<file path="config.mk">
export PLATFORM = sky130hd
export DESIGN_NAME = colision_vehiculos_flat
export DESIGN_NICKNAME = d
export VERILOG_FILES = /design/src/rtl/colision_vehiculos_pkg.sv /design/src/rtl/colision_vehiculos_if.sv /design/src/rtl/colision_vehiculos_selector.sv /design/src/rtl/colision_vehiculos.sv /design/src/flat_wrapper.sv
export SDC_FILE = /design/constraint.sdc
export NUM_CORES = 1
export LEC_CHECK = 0
export ABC_AREA = 1
export CORE_UTILIZATION = 44
export DETAILED_ROUTE_END_ITERATION = 16
export GPL_TIMING_DRIVEN = 0
export HOLD_SLACK_MARGIN = 0.02
export PLACE_DENSITY = 0.86
export SLEW_MARGIN = 20
export SYNTH_ARGS = -nofsm -noshare
export SYNTH_HDL_FRONTEND = slang
export SYNTH_HIERARCHICAL = 1
export SYNTH_SLANG_ARGS = --single-unit
</file>
<file path="constraint.sdc">
create_clock -name CLV_CLOCK -period 2.96 [get_ports CLV_CLOCK]
set_clock_uncertainty 0.15 [all_clocks]
set_input_delay 0.296 -clock CLV_CLOCK [delete_from_list [all_inputs] [get_ports CLV_CLOCK]]
set_output_delay 0.296 -clock CLV_CLOCK [all_outputs]
set_load 0.05 [all_outputs]
</file>
<file path="src/rtl/colision_vehiculos_pkg.sv">
// Shared constants for the frog game: game-state codes, bus widths and the
// collision FSM state encoding. The ESTADO_* codes are common to the
// vehicle-level generator, this collision block and the game FSM.
package colision_vehiculos_pkg;

    localparam int CLV_DATAWIDTH_BUS    = 8;
    localparam int CLV_DATAWIDTH_ESTADO = 3;
    localparam int CLV_DATAWIDTH_VIDAS  = 2;
    localparam int CLV_FILA_W           = 3;
    localparam int CLV_COL_W            = 3;

    // Rows 0..5 carry traffic; rows 6 and 7 are safe ground.
    localparam logic [CLV_FILA_W-1:0] CLV_FILAS_CARRIL = 3'd6;

    localparam logic [CLV_DATAWIDTH_VIDAS-1:0]  CLV_VIDAS_INI     = 2'd3;
    localparam logic [CLV_DATAWIDTH_ESTADO-1:0] CLV_ESTADO_INICIO = 3'b000;
    localparam logic [CLV_DATAWIDTH_ESTADO-1:0] CLV_ESTADO_JUEGO  = 3'b001;

    typedef enum logic [2:0] {
        ST_IDLE   = 3'd0,
        ST_ARMADO = 3'd1,
        ST_CHOQUE = 3'd2,
        ST_GRACIA = 3'd3,
        ST_FIN    = 3'd4
    } clv_estado_t;

    // Life counter decrement that never wraps below zero.
    function automatic logic [CLV_DATAWIDTH_VIDAS-1:0] vidas_dec_sat(
        input logic [CLV_DATAWIDTH_VIDAS-1:0] v
    );
        if (v == '0) begin
            return '0;
        end
        return v - 1'b1;
    endfunction

endpackage

</file>
<file path="src/rtl/colision_vehiculos_if.sv">
// Bundle of lane buses, frog position, game state and collision results
// exchanged between the game top level and the collision block.
interface colision_vehiculos_if import colision_vehiculos_pkg::*; ();

    logic [CLV_DATAWIDTH_BUS-1:0]    CLV_REG_0_IN;
    logic [CLV_DATAWIDTH_BUS-1:0]    CLV_REG_1_IN;
    logic [CLV_DATAWIDTH_BUS-1:0]    CLV_REG_2_IN;
    logic [CLV_DATAWIDTH_BUS-1:0]    CLV_REG_3_IN;
    logic [CLV_DATAWIDTH_BUS-1:0]    CLV_REG_4_IN;
    logic [CLV_DATAWIDTH_BUS-1:0]    CLV_REG_5_IN;
    logic [CLV_FILA_W-1:0]           CLV_RANA_FILA_IN;
    logic [CLV_COL_W-1:0]            CLV_RANA_COL_IN;
    logic [CLV_DATAWIDTH_ESTADO-1:0] CLV_ESTADO_IN;
    logic                            CLV_CN_IN;
    logic                            CLV_CHOQUE_OUT;
    logic [CLV_DATAWIDTH_VIDAS-1:0]  CLV_VIDAS_OUT;
    logic                            CLV_GAMEOVER_OUT;

    modport master (
        output CLV_REG_0_IN, CLV_REG_1_IN, CLV_REG_2_IN,
        output CLV_REG_3_IN, CLV_REG_4_IN, CLV_REG_5_IN,
        output CLV_RANA_FILA_IN, CLV_RANA_COL_IN, CLV_ESTADO_IN, CLV_CN_IN,
        input  CLV_CHOQUE_OUT, CLV_VIDAS_OUT, CLV_GAMEOVER_OUT
    );

    modport slave (
        input  CLV_REG_0_IN, CLV_REG_1_IN, CLV_REG_2_IN,
        input  CLV_REG_3_IN, CLV_REG_4_IN, CLV_REG_5_IN,
        input  CLV_RANA_FILA_IN, CLV_RANA_COL_IN, CLV_ESTADO_IN, CLV_CN_IN,
        output CLV_CHOQUE_OUT, CLV_VIDAS_OUT, CLV_GAMEOVER_OUT
    );

endinterface

</file>
<file path="src/rtl/colision_vehiculos_selector.sv">
// Lane lookup: picks the lane bus of the frog's row, selects the frog's
// column and registers the result. Safe rows (6, 7) never report a hit.
module colision_vehiculos_selector
    import colision_vehiculos_pkg::*;
#(
    parameter int DATAWIDTH_BUS = CLV_DATAWIDTH_BUS
) (
    input  logic                             clk,
    input  logic                             rst,
    input  logic [DATAWIDTH_BUS-1:0]         reg_0,
    input  logic [DATAWIDTH_BUS-1:0]         reg_1,
    input  logic [DATAWIDTH_BUS-1:0]         reg_2,
    input  logic [DATAWIDTH_BUS-1:0]         reg_3,
    input  logic [DATAWIDTH_BUS-1:0]         reg_4,
    input  logic [DATAWIDTH_BUS-1:0]         reg_5,
    input  logic [CLV_FILA_W-1:0]            fila,
    input  logic [$clog2(DATAWIDTH_BUS)-1:0] col,
    output logic                             hit_p1
);

    logic [DATAWIDTH_BUS-1:0] lane_sel_p0;
    logic                     fila_valida_p0;
    logic                     hit_p0;

    // Row mux and column pick, qualified by the row being a traffic lane.
    always_comb begin
        lane_sel_p0 = '0;
        case (fila)
            3'd0:    lane_sel_p0 = reg_0;
            3'd1:    lane_sel_p0 = reg_1;
            3'd2:    lane_sel_p0 = reg_2;
            3'd3:    lane_sel_p0 = reg_3;
            3'd4:    lane_sel_p0 = reg_4;
            3'd5:    lane_sel_p0 = reg_5;
            default: lane_sel_p0 = '0;
        endcase
        fila_valida_p0 = (fila < CLV_FILAS_CARRIL);
        hit_p0         = fila_valida_p0 & lane_sel_p0[col];
    end

    // p0 -> p1: registered hit feeding the collision FSM.
    always_ff @(posedge clk) begin
        if (rst) begin
            hit_p1 <= 1'b0;
        end else begin
            hit_p1 <= hit_p0;
        end
    end

endmodule

</file>
<file path="src/rtl/colision_vehiculos.sv">
// Frog/vehicle collision detector. Looks up the frog cell in the lane buses,
// emits a one-cycle collision pulse, opens a grace window of CN ticks,
// keeps the life counter and flags game over.
module colision_vehiculos
    import colision_vehiculos_pkg::*;
#(
    parameter int                              DATAWIDTH_BUS    = CLV_DATAWIDTH_BUS,
    parameter int                              DATAWIDTH_ESTADO = CLV_DATAWIDTH_ESTADO,
    parameter int                              DATAWIDTH_VIDAS  = CLV_DATAWIDTH_VIDAS,
    parameter logic [DATAWIDTH_VIDAS-1:0]      VIDAS_INI        = CLV_VIDAS_INI,
    parameter int                              GRACE_TICKS      = 4,
    parameter logic [DATAWIDTH_ESTADO-1:0]     ESTADO_INICIO    = CLV_ESTADO_INICIO,
    parameter logic [DATAWIDTH_ESTADO-1:0]     ESTADO_JUEGO     = CLV_ESTADO_JUEGO
) (
    input  logic                 CLV_CLOCK,
    input  logic                 CLV_RESET,
    colision_vehiculos_if.slave  bus
);

    localparam int CNT_W = 4;

    clv_estado_t                state, state_next;
    logic                       hit_p1;
    logic [DATAWIDTH_VIDAS-1:0] vidas;
    logic [CNT_W-1:0]           cnt;
    logic                       gameover;
    logic                       choque;
    logic                       vidas_dec;
    logic                       cnt_load;
    logic                       cnt_dec;
    logic                       en_juego;
    logic                       en_inicio;

    colision_vehiculos_selector #(
        .DATAWIDTH_BUS (DATAWIDTH_BUS)
    ) u_selector (
        .clk    (CLV_CLOCK),
        .rst    (CLV_RESET),
        .reg_0  (bus.CLV_REG_0_IN),
        .reg_1  (bus.CLV_REG_1_IN),
        .reg_2  (bus.CLV_REG_2_IN),
        .reg_3  (bus.CLV_REG_3_IN),
        .reg_4  (bus.CLV_REG_4_IN),
        .reg_5  (bus.CLV_REG_5_IN),
        .fila   (bus.CLV_RANA_FILA_IN),
        .col    (bus.CLV_RANA_COL_IN),
        .hit_p1 (hit_p1)
    );

    assign en_juego  = (bus.CLV_ESTADO_IN == ESTADO_JUEGO);
    assign en_inicio = (bus.CLV_ESTADO_IN == ESTADO_INICIO);

    // p1 -> p2: next-state and control decode acting on the registered hit.
    always_comb begin
        state_next = state;
        choque     = 1'b0;
        vidas_dec  = 1'b0;
        cnt_load   = 1'b0;
        cnt_dec    = 1'b0;
        case (state)
            ST_IDLE: begin
                if (en_juego) state_next = ST_ARMADO;
            end
            ST_ARMADO: begin
                // Leaving play takes precedence so a paused game never scores a hit.
                if (!en_juego)   state_next = ST_IDLE;
                else if (hit_p1) state_next = ST_CHOQUE;
            end
            ST_CHOQUE: begin
                choque    = 1'b1;
                vidas_dec = 1'b1;
                if (vidas == DATAWIDTH_VIDAS'(1)) begin
                    state_next = ST_FIN;
                end else begin
                    state_next = ST_GRACIA;
                    cnt_load   = 1'b1;
                end
            end
            ST_GRACIA: begin
                // hit_p1 is deliberately ignored while invulnerable.
                if (!en_juego) begin
                    state_next = ST_IDLE;
                end else if (bus.CLV_CN_IN) begin
                    if (cnt == CNT_W'(1)) state_next = ST_ARMADO;
                    else                  cnt_dec    = 1'b1;
                end
            end
            ST_FIN: begin
                state_next = ST_FIN;
            end
            default: begin
                state_next = ST_IDLE;
            end
        endcase
        // A new game restarts the block from any state.
        if (en_inicio) state_next = ST_IDLE;
    end

    // State, life counter, grace counter and game-over flag registers.
    always_ff @(posedge CLV_CLOCK) begin
        if (CLV_RESET) begin
            state    <= ST_IDLE;
            vidas    <= VIDAS_INI;
            cnt      <= '0;
            gameover <= 1'b0;
        end else begin
            state <= state_next;
            if (en_inicio)      vidas <= VIDAS_INI;
            else if (vidas_dec) vidas <= vidas_dec_sat(vidas);
            if (state_next != ST_GRACIA) cnt <= '0;
            else if (cnt_load)           cnt <= CNT_W'(GRACE_TICKS);
            else if (cnt_dec)            cnt <= cnt - 1'b1;
            gameover <= (state_next == ST_FIN);
        end
    end

    assign bus.CLV_CHOQUE_OUT   = choque;
    assign bus.CLV_VIDAS_OUT    = vidas;
    assign bus.CLV_GAMEOVER_OUT = gameover;

endmodule

</file>
<file path="src/flat_wrapper.sv">
// flat-port wrapper written by rule: the top's interface ports become plain ports
module colision_vehiculos_flat import colision_vehiculos_pkg::*;
#(
    parameter int                              DATAWIDTH_BUS    = CLV_DATAWIDTH_BUS,
    parameter int                              DATAWIDTH_ESTADO = CLV_DATAWIDTH_ESTADO,
    parameter int                              DATAWIDTH_VIDAS  = CLV_DATAWIDTH_VIDAS,
    parameter logic [DATAWIDTH_VIDAS-1:0]      VIDAS_INI        = CLV_VIDAS_INI,
    parameter int                              GRACE_TICKS      = 4,
    parameter logic [DATAWIDTH_ESTADO-1:0]     ESTADO_INICIO    = CLV_ESTADO_INICIO,
    parameter logic [DATAWIDTH_ESTADO-1:0]     ESTADO_JUEGO     = CLV_ESTADO_JUEGO
)
  (CLV_CLOCK, CLV_RESET, bus_CLV_REG_0_IN, bus_CLV_REG_1_IN, bus_CLV_REG_2_IN, bus_CLV_REG_3_IN, bus_CLV_REG_4_IN, bus_CLV_REG_5_IN, bus_CLV_RANA_FILA_IN, bus_CLV_RANA_COL_IN, bus_CLV_ESTADO_IN, bus_CLV_CN_IN, bus_CLV_CHOQUE_OUT, bus_CLV_VIDAS_OUT, bus_CLV_GAMEOVER_OUT);
  colision_vehiculos_if bus_i ();
  input  logic CLV_CLOCK;
  input  logic CLV_RESET;
  input wire logic [$bits(bus_i.CLV_REG_0_IN)-1:0] bus_CLV_REG_0_IN;
  input wire logic [$bits(bus_i.CLV_REG_1_IN)-1:0] bus_CLV_REG_1_IN;
  input wire logic [$bits(bus_i.CLV_REG_2_IN)-1:0] bus_CLV_REG_2_IN;
  input wire logic [$bits(bus_i.CLV_REG_3_IN)-1:0] bus_CLV_REG_3_IN;
  input wire logic [$bits(bus_i.CLV_REG_4_IN)-1:0] bus_CLV_REG_4_IN;
  input wire logic [$bits(bus_i.CLV_REG_5_IN)-1:0] bus_CLV_REG_5_IN;
  input wire logic [$bits(bus_i.CLV_RANA_FILA_IN)-1:0] bus_CLV_RANA_FILA_IN;
  input wire logic [$bits(bus_i.CLV_RANA_COL_IN)-1:0] bus_CLV_RANA_COL_IN;
  input wire logic [$bits(bus_i.CLV_ESTADO_IN)-1:0] bus_CLV_ESTADO_IN;
  input wire logic [$bits(bus_i.CLV_CN_IN)-1:0] bus_CLV_CN_IN;
  output wire logic [$bits(bus_i.CLV_CHOQUE_OUT)-1:0] bus_CLV_CHOQUE_OUT;
  output wire logic [$bits(bus_i.CLV_VIDAS_OUT)-1:0] bus_CLV_VIDAS_OUT;
  output wire logic [$bits(bus_i.CLV_GAMEOVER_OUT)-1:0] bus_CLV_GAMEOVER_OUT;
  assign bus_i.CLV_REG_0_IN = bus_CLV_REG_0_IN;
  assign bus_i.CLV_REG_1_IN = bus_CLV_REG_1_IN;
  assign bus_i.CLV_REG_2_IN = bus_CLV_REG_2_IN;
  assign bus_i.CLV_REG_3_IN = bus_CLV_REG_3_IN;
  assign bus_i.CLV_REG_4_IN = bus_CLV_REG_4_IN;
  assign bus_i.CLV_REG_5_IN = bus_CLV_REG_5_IN;
  assign bus_i.CLV_RANA_FILA_IN = bus_CLV_RANA_FILA_IN;
  assign bus_i.CLV_RANA_COL_IN = bus_CLV_RANA_COL_IN;
  assign bus_i.CLV_ESTADO_IN = bus_CLV_ESTADO_IN;
  assign bus_i.CLV_CN_IN = bus_CLV_CN_IN;
  assign bus_CLV_CHOQUE_OUT = bus_i.CLV_CHOQUE_OUT;
  assign bus_CLV_VIDAS_OUT = bus_i.CLV_VIDAS_OUT;
  assign bus_CLV_GAMEOVER_OUT = bus_i.CLV_GAMEOVER_OUT;
  colision_vehiculos #(.DATAWIDTH_BUS(DATAWIDTH_BUS), .DATAWIDTH_ESTADO(DATAWIDTH_ESTADO), .DATAWIDTH_VIDAS(DATAWIDTH_VIDAS), .VIDAS_INI(VIDAS_INI), .GRACE_TICKS(GRACE_TICKS), .ESTADO_INICIO(ESTADO_INICIO), .ESTADO_JUEGO(ESTADO_JUEGO)) u_core (.CLV_CLOCK(CLV_CLOCK), .CLV_RESET(CLV_RESET), .bus(bus_i));
endmodule
</file>
==> report_table.html <==
<table>
<tr><th>Metric</th><th>Value</th></tr>
<tr><th colspan="2">Synthesis</th></tr>
<tr><td>Average footprint of a synthesized cell</td><td>5.79 um^2</td></tr>
<tr><td>Number of library cell types mapped by synthesis</td><td>28</td></tr>
<tr><td>Most area-consuming cells after synthesis</td><td>sky130_fd_sc_hd__dfxtp_1, sky130_fd_sc_hd__nand2_1, sky130_fd_sc_hd__nor2_1</td></tr>
<tr><td>Most instantiated library cell after synthesis</td><td>sky130_fd_sc_hd__nand2_1</td></tr>
<tr><td>Number of register bits inferred by synthesis</td><td>11</td></tr>
<tr><td>Count of flip-flops with a built-in enable after synthesis</td><td>0</td></tr>
<tr><td>Top post-synthesis cells by count</td><td>sky130_fd_sc_hd__nand2_1, sky130_fd_sc_hd__nor2_1, sky130_fd_sc_hd__inv_1, sky130_fd_sc_hd__nand3_1, sky130_fd_sc_hd__nand4_1</td></tr>
<tr><td>Combinational family with the most area after synthesis</td><td>simple AND/OR/NAND/NOR gates</td></tr>
<tr><td>Predominant post-synthesis flop cell</td><td>sky130_fd_sc_hd__dfxtp_1</td></tr>
<tr><td>Area fraction in compound gates after synthesis</td><td>0.0637</td></tr>
<tr><td>Portion of netlist area occupied by mux cells</td><td>0</td></tr>
<tr><td>Number of synthesis warnings</td><td>6</td></tr>
<tr><td>Post-synthesis xor/xnor area fraction</td><td>0.0203</td></tr>
<tr><td>Largest area contributor in the synthesized netlist</td><td>sky130_fd_sc_hd__dfxtp_1</td></tr>
<tr><td>Post-Synth Adder-Cell Area</td><td>0.0193</td></tr>
<tr><td>Number of standard cells after synthesis</td><td>224</td></tr>
<tr><td>Syn nets</td><td>286</td></tr>
<tr><td>Area share of the largest cell type after synthesis</td><td>0.170</td></tr>
<tr><td>Sequential area share after synthesis</td><td>0.170</td></tr>
<tr><td>Simple-gate share of the synthesized area</td><td>0.564</td></tr>
<tr><td>Mapped Area</td><td>1300 um^2</td></tr>
<tr><td>Proportion of register bits with asynchronous set or reset after synthesis</td><td>0</td></tr>
<tr><th colspan="2">Setup path</th></tr>
<tr><td>Startpoint of the lowest-slack register-to-register path</td><td>u_core/state[1]$_SDFF_PP0_</td></tr>
<tr><td>Endpoint of the worst register-to-register path</td><td>u_core/cnt[1]$_SDFFE_PP0P_</td></tr>
<tr><td>Worst path arrival time</td><td>1.84 ns</td></tr>
<tr><td>Critical path required time</td><td>2.51 ns</td></tr>
<tr><td>Endpoint kind of the worst setup timing path</td><td>primary output</td></tr>
<tr><td>Crit. Startpoint</td><td>u_core/state[1]$_SDFF_PP0_</td></tr>
<tr><td>Worst setup path end</td><td>bus_CLV_CHOQUE_OUT</td></tr>
<tr><td>R2R depth</td><td>7</td></tr>
<tr><td>Kind of critical path</td><td>register to primary output</td></tr>
<tr><td>Worst setup SP type</td><td>register</td></tr>
<tr><td>Slack of the worst reg-to-reg path</td><td>1.57 ns</td></tr>
<tr><td>Maximum fanout count along the critical path</td><td>5</td></tr>
<tr><th colspan="2">Placement</th></tr>
<tr><td>DP Cell Count</td><td>316</td></tr>
<tr><td>Final weighted congestion in routability-driven placement</td><td>0.880</td></tr>
<tr><td>Port Buffers</td><td>61</td></tr>
<tr><td>Half-perimeter wire length after detailed placement</td><td>2970 um</td></tr>
<tr><th colspan="2">Power</th></tr>
<tr><td>Total power draw</td><td>0.000420 W</td></tr>
<tr><td>Cell-internal power</td><td>0.000298 W</td></tr>
<tr><td>Sequential cell fraction of total power</td><td>0.358</td></tr>
<tr><td>Logic pwr share</td><td>0.400</td></tr>
<tr><td>Clk pwr share</td><td>0.242</td></tr>
<tr><td>Leakage power figure</td><td>0.884 nW</td></tr>
<tr><td>Switching power of the nets</td><td>0.000123 W</td></tr>
<tr><td>Switching share of power</td><td>0.291</td></tr>
<tr><td>Power density normalized to cell area</td><td>213 nW/um^2</td></tr>
<tr><td>Maximum resistive drop on vdd</td><td>0.191 mV</td></tr>
<tr><th colspan="2">Clock network</th></tr>
<tr><td>Buffers from clock root to sink, at most</td><td>2</td></tr>
<tr><td>Post-CTS setup-driven buffer insertion count</td><td>0</td></tr>
<tr><td>CTS clock-pin slew for the worst setup and hold paths</td><td>0.07 ns</td></tr>
<tr><td>Sinks on Clock Net</td><td>11</td></tr>
<tr><td>CTS tree</td><td>done</td></tr>
<tr><td>Num CTS Buffers</td><td>3</td></tr>
<tr><td>Clock latency on the worst-skew pair</td><td>0.27 ns</td></tr>
<tr><td>Clock root cell</td><td>sky130_fd_sc_hd__clkbuf_4</td></tr>
<tr><td>Count of hold buffers inserted by post-cts repair</td><td>0</td></tr>
<tr><td>Cells resized by post-CTS repair</td><td>0</td></tr>
<tr><td>CTS H-tree lvls</td><td>1</td></tr>
<tr><th colspan="2">Cells and area</th></tr>
<tr><td>Area growth syn-to-layout</td><td>52.1%</td></tr>
<tr><td>Number of nets in the final layout</td><td>352</td></tr>
<tr><td>N_diodes</td><td>0</td></tr>
<tr><td>Non-filler instance count after layout</td><td>320</td></tr>
<tr><td>Share of layout cells above drive strength 1</td><td>0.128</td></tr>
<tr><th colspan="2">Min path</th></tr>
<tr><td>Kind of path behind the tightest hold check</td><td>register to register</td></tr>
<tr><th colspan="2">Timing</th></tr>
<tr><td>Peak Freq</td><td>437 MHz</td></tr>
<tr><td>RSZ-0062 raised after global routing</td><td>false</td></tr>
<tr><td>Setup-failing EPs final</td><td>0</td></tr>
<tr><td>Final Cycle Share</td><td>0.772</td></tr>
<tr><td>Hold Vio Cnt, Final</td><td>0</td></tr>
<tr><td>Sum of negative setup slack</td><td>0 ns</td></tr>
<tr><td>Final max-slew violation count</td><td>0</td></tr>
<tr><td>Pin slew with the least headroom to its limit</td><td>0.495 ns</td></tr>
<tr><td>Shortest clock period the worst path allows after layout</td><td>2.29 ns</td></tr>
<tr><td>Max-slew headroom</td><td>0.669</td></tr>
<tr><th colspan="2">Route</th></tr>
<tr><td>Final ANT Viol Nets</td><td>0</td></tr>
<tr><td>Drt via density</td><td>4.86</td></tr>
<tr><td>Vias post-DR</td><td>1555</td></tr>
<tr><td>Number of remaining DRC errors</td><td>0</td></tr>
<tr><td>Wirelength per Cell</td><td>11.2 um</td></tr>
<tr><td>Pre-Repair DR Iteration Count</td><td>4</td></tr>
<tr><td>Sum of routed wire length over all layers</td><td>3600 um</td></tr>
<tr><td>Number of DRC markers after the initial detailed-route iteration</td><td>65</td></tr>
<tr><th colspan="2">Die</th></tr>
<tr><td>Overall die area</td><td>3170 um^2</td></tr>
<tr><td>Initial core utilization</td><td>0.466</td></tr>
<tr><td>Die span in y</td><td>56.3 um</td></tr>
<tr><td>Die outline width</td><td>56.3 um</td></tr>
<tr><td>Boundary Pins</td><td>64</td></tr>
<tr><td>Number of core rows</td><td>19</td></tr>
<tr><td>Total core area</td><td>2780 um^2</td></tr>
<tr><th colspan="2">Outcome</th></tr>
<tr><td>Result of the run</td><td>finished clean</td></tr>
<tr><th colspan="2">Job</th></tr>
<tr><td>Number of max-cap violations</td><td>0</td></tr>
<tr><th colspan="2">Global route</th></tr>
<tr><td>Overall track demand over capacity in global routing</td><td>0.236</td></tr>
<tr><td>Initial antenna violation count</td><td>0</td></tr>
<tr><td>Vias in the first global route</td><td>1451</td></tr>
<tr><td>Grt total ovfl</td><td>0</td></tr>
<tr><td>First-pass GRT wire length</td><td>5980 um</td></tr>
<tr><td>Maximum number of pins on one net before global-route repair</td><td>11</td></tr>
</table>
placed cells by master (no fill, tap or decap), drive strengths merged:
cell type / Yosys / final
clkbuf: 0 / 4
nand3: 27 / 27
nor2: 45 / 45
dfxtp: 11 / 11
a21oi: 5 / 5
clkdlybuf4s50: 0 / 61
buf: 7 / 7
xnor2: 1 / 1
clkinv: 2 / 2
o21ai: 10 / 10
nand2: 53 / 53
ha: 2 / 2
o211ai: 1 / 1
nor3: 1 / 1
inv: 37 / 37
xor2: 2 / 2
nand4: 20 / 20
through the flow:
step	hold slack [ns]	instance area, um^2	util	setup WS [ns]
3_5_place_dp	0.340	1950	0.700	0.899
5_1_grt	0.388	1970	0.709	0.578
2_1_floorplan	0.218	1300	-	1.39
4_1_cts	0.349	1970	0.709	0.661
3_3_place_gp	0.328	1950	0.700	0.923
6_report	0.343	1970	0.709	0.674
kinds of logic after synthesis:
kind of cell / Yosys count
compound gates: 16
xor+xnor: 3
fa+ha+maj: 2
buf+inv: 46
flops: 11
simple gates: 146
power groups by stage:
stage | Sequential [W] | Combinational [W] | Clock [W]
after detailed placement | 0.000154 | 0.000168 | 0
final | 0.000150 | 0.000168 | 0.000102
after global placement | 0.000154 | 0.000167 | 0
after floorplan | 0.000154 | 0.0000717 | 0
after CTS | 0.000150 | 0.000168 | 0.000106
after global routing | 0.000150 | 0.000184 | 0.000109
state kept, by name, summed over array words and instances (netlist names):
name / count
u_core/state: 3
u_core/cnt: 4
u_core/bus.CLV_GAMEOVER_OUT: 1
u_core/bus.CLV_VIDAS_OUT: 2
u_core/u_selector/hit_p1: 1
layout make-up:
| class | count | area, um^2 |
|---|---|---|
| Tap cell | 31 | 38.8 |
| Fill cell | 256 | 810 |
| Timing Repair Buffer | 61 | 611 |
| Sequential cell | 11 | 220 |
| Clock buffer | 4 | 26.3 |
| Buffer | 7 | 58.8 |
| Multi-Input combinational cell | 167 | 865 |
| Inverter | 39 | 153 |
per-layer routing:
metal	GRT usage	wire length [um]	up-vias
met4	0.0871	20	0
met2	0.447	1820	52
met1	0.267	1530	651
met3	0.0276	223	2
met5	0	0	-
li1	-	-	850
critical path, stage by stage (launching register included):
cell	delay, ns
sky130_fd_sc_hd__dfxtp_1	0.41
sky130_fd_sc_hd__inv_2	0.07
sky130_fd_sc_hd__nor2_2	0.12
sky130_fd_sc_hd__nand2_2	0.08
sky130_fd_sc_hd__clkinv_2	0.08
sky130_fd_sc_hd__clkdlybuf4s50_1	0.80
worst min-delay path by stage:
stage	start	endpoint	slack, ns	depth (start not counted)
2_1_floorplan	CLV_RESET	u_core/state[0]$_SDFF_PP0_	0.22	1
3_3_place_gp	u_core/bus.CLV_VIDAS_OUT[1]$_SDFFE_PP1P_	u_core/bus.CLV_VIDAS_OUT[1]$_SDFFE_PP1P_	0.33	2
3_5_place_dp	u_core/bus.CLV_VIDAS_OUT[1]$_SDFFE_PP1P_	u_core/bus.CLV_VIDAS_OUT[1]$_SDFFE_PP1P_	0.34	2
4_1_cts	u_core/bus.CLV_VIDAS_OUT[1]$_SDFFE_PP1P_	u_core/bus.CLV_VIDAS_OUT[1]$_SDFFE_PP1P_	0.35	2
5_1_grt	u_core/bus.CLV_VIDAS_OUT[1]$_SDFFE_PP1P_	u_core/bus.CLV_VIDAS_OUT[1]$_SDFFE_PP1P_	0.39	2
6_report	u_core/bus.CLV_VIDAS_OUT[1]$_SDFFE_PP1P_	u_core/bus.CLV_VIDAS_OUT[1]$_SDFFE_PP1P_	0.34	2
(Power assumes the default switching activity.)
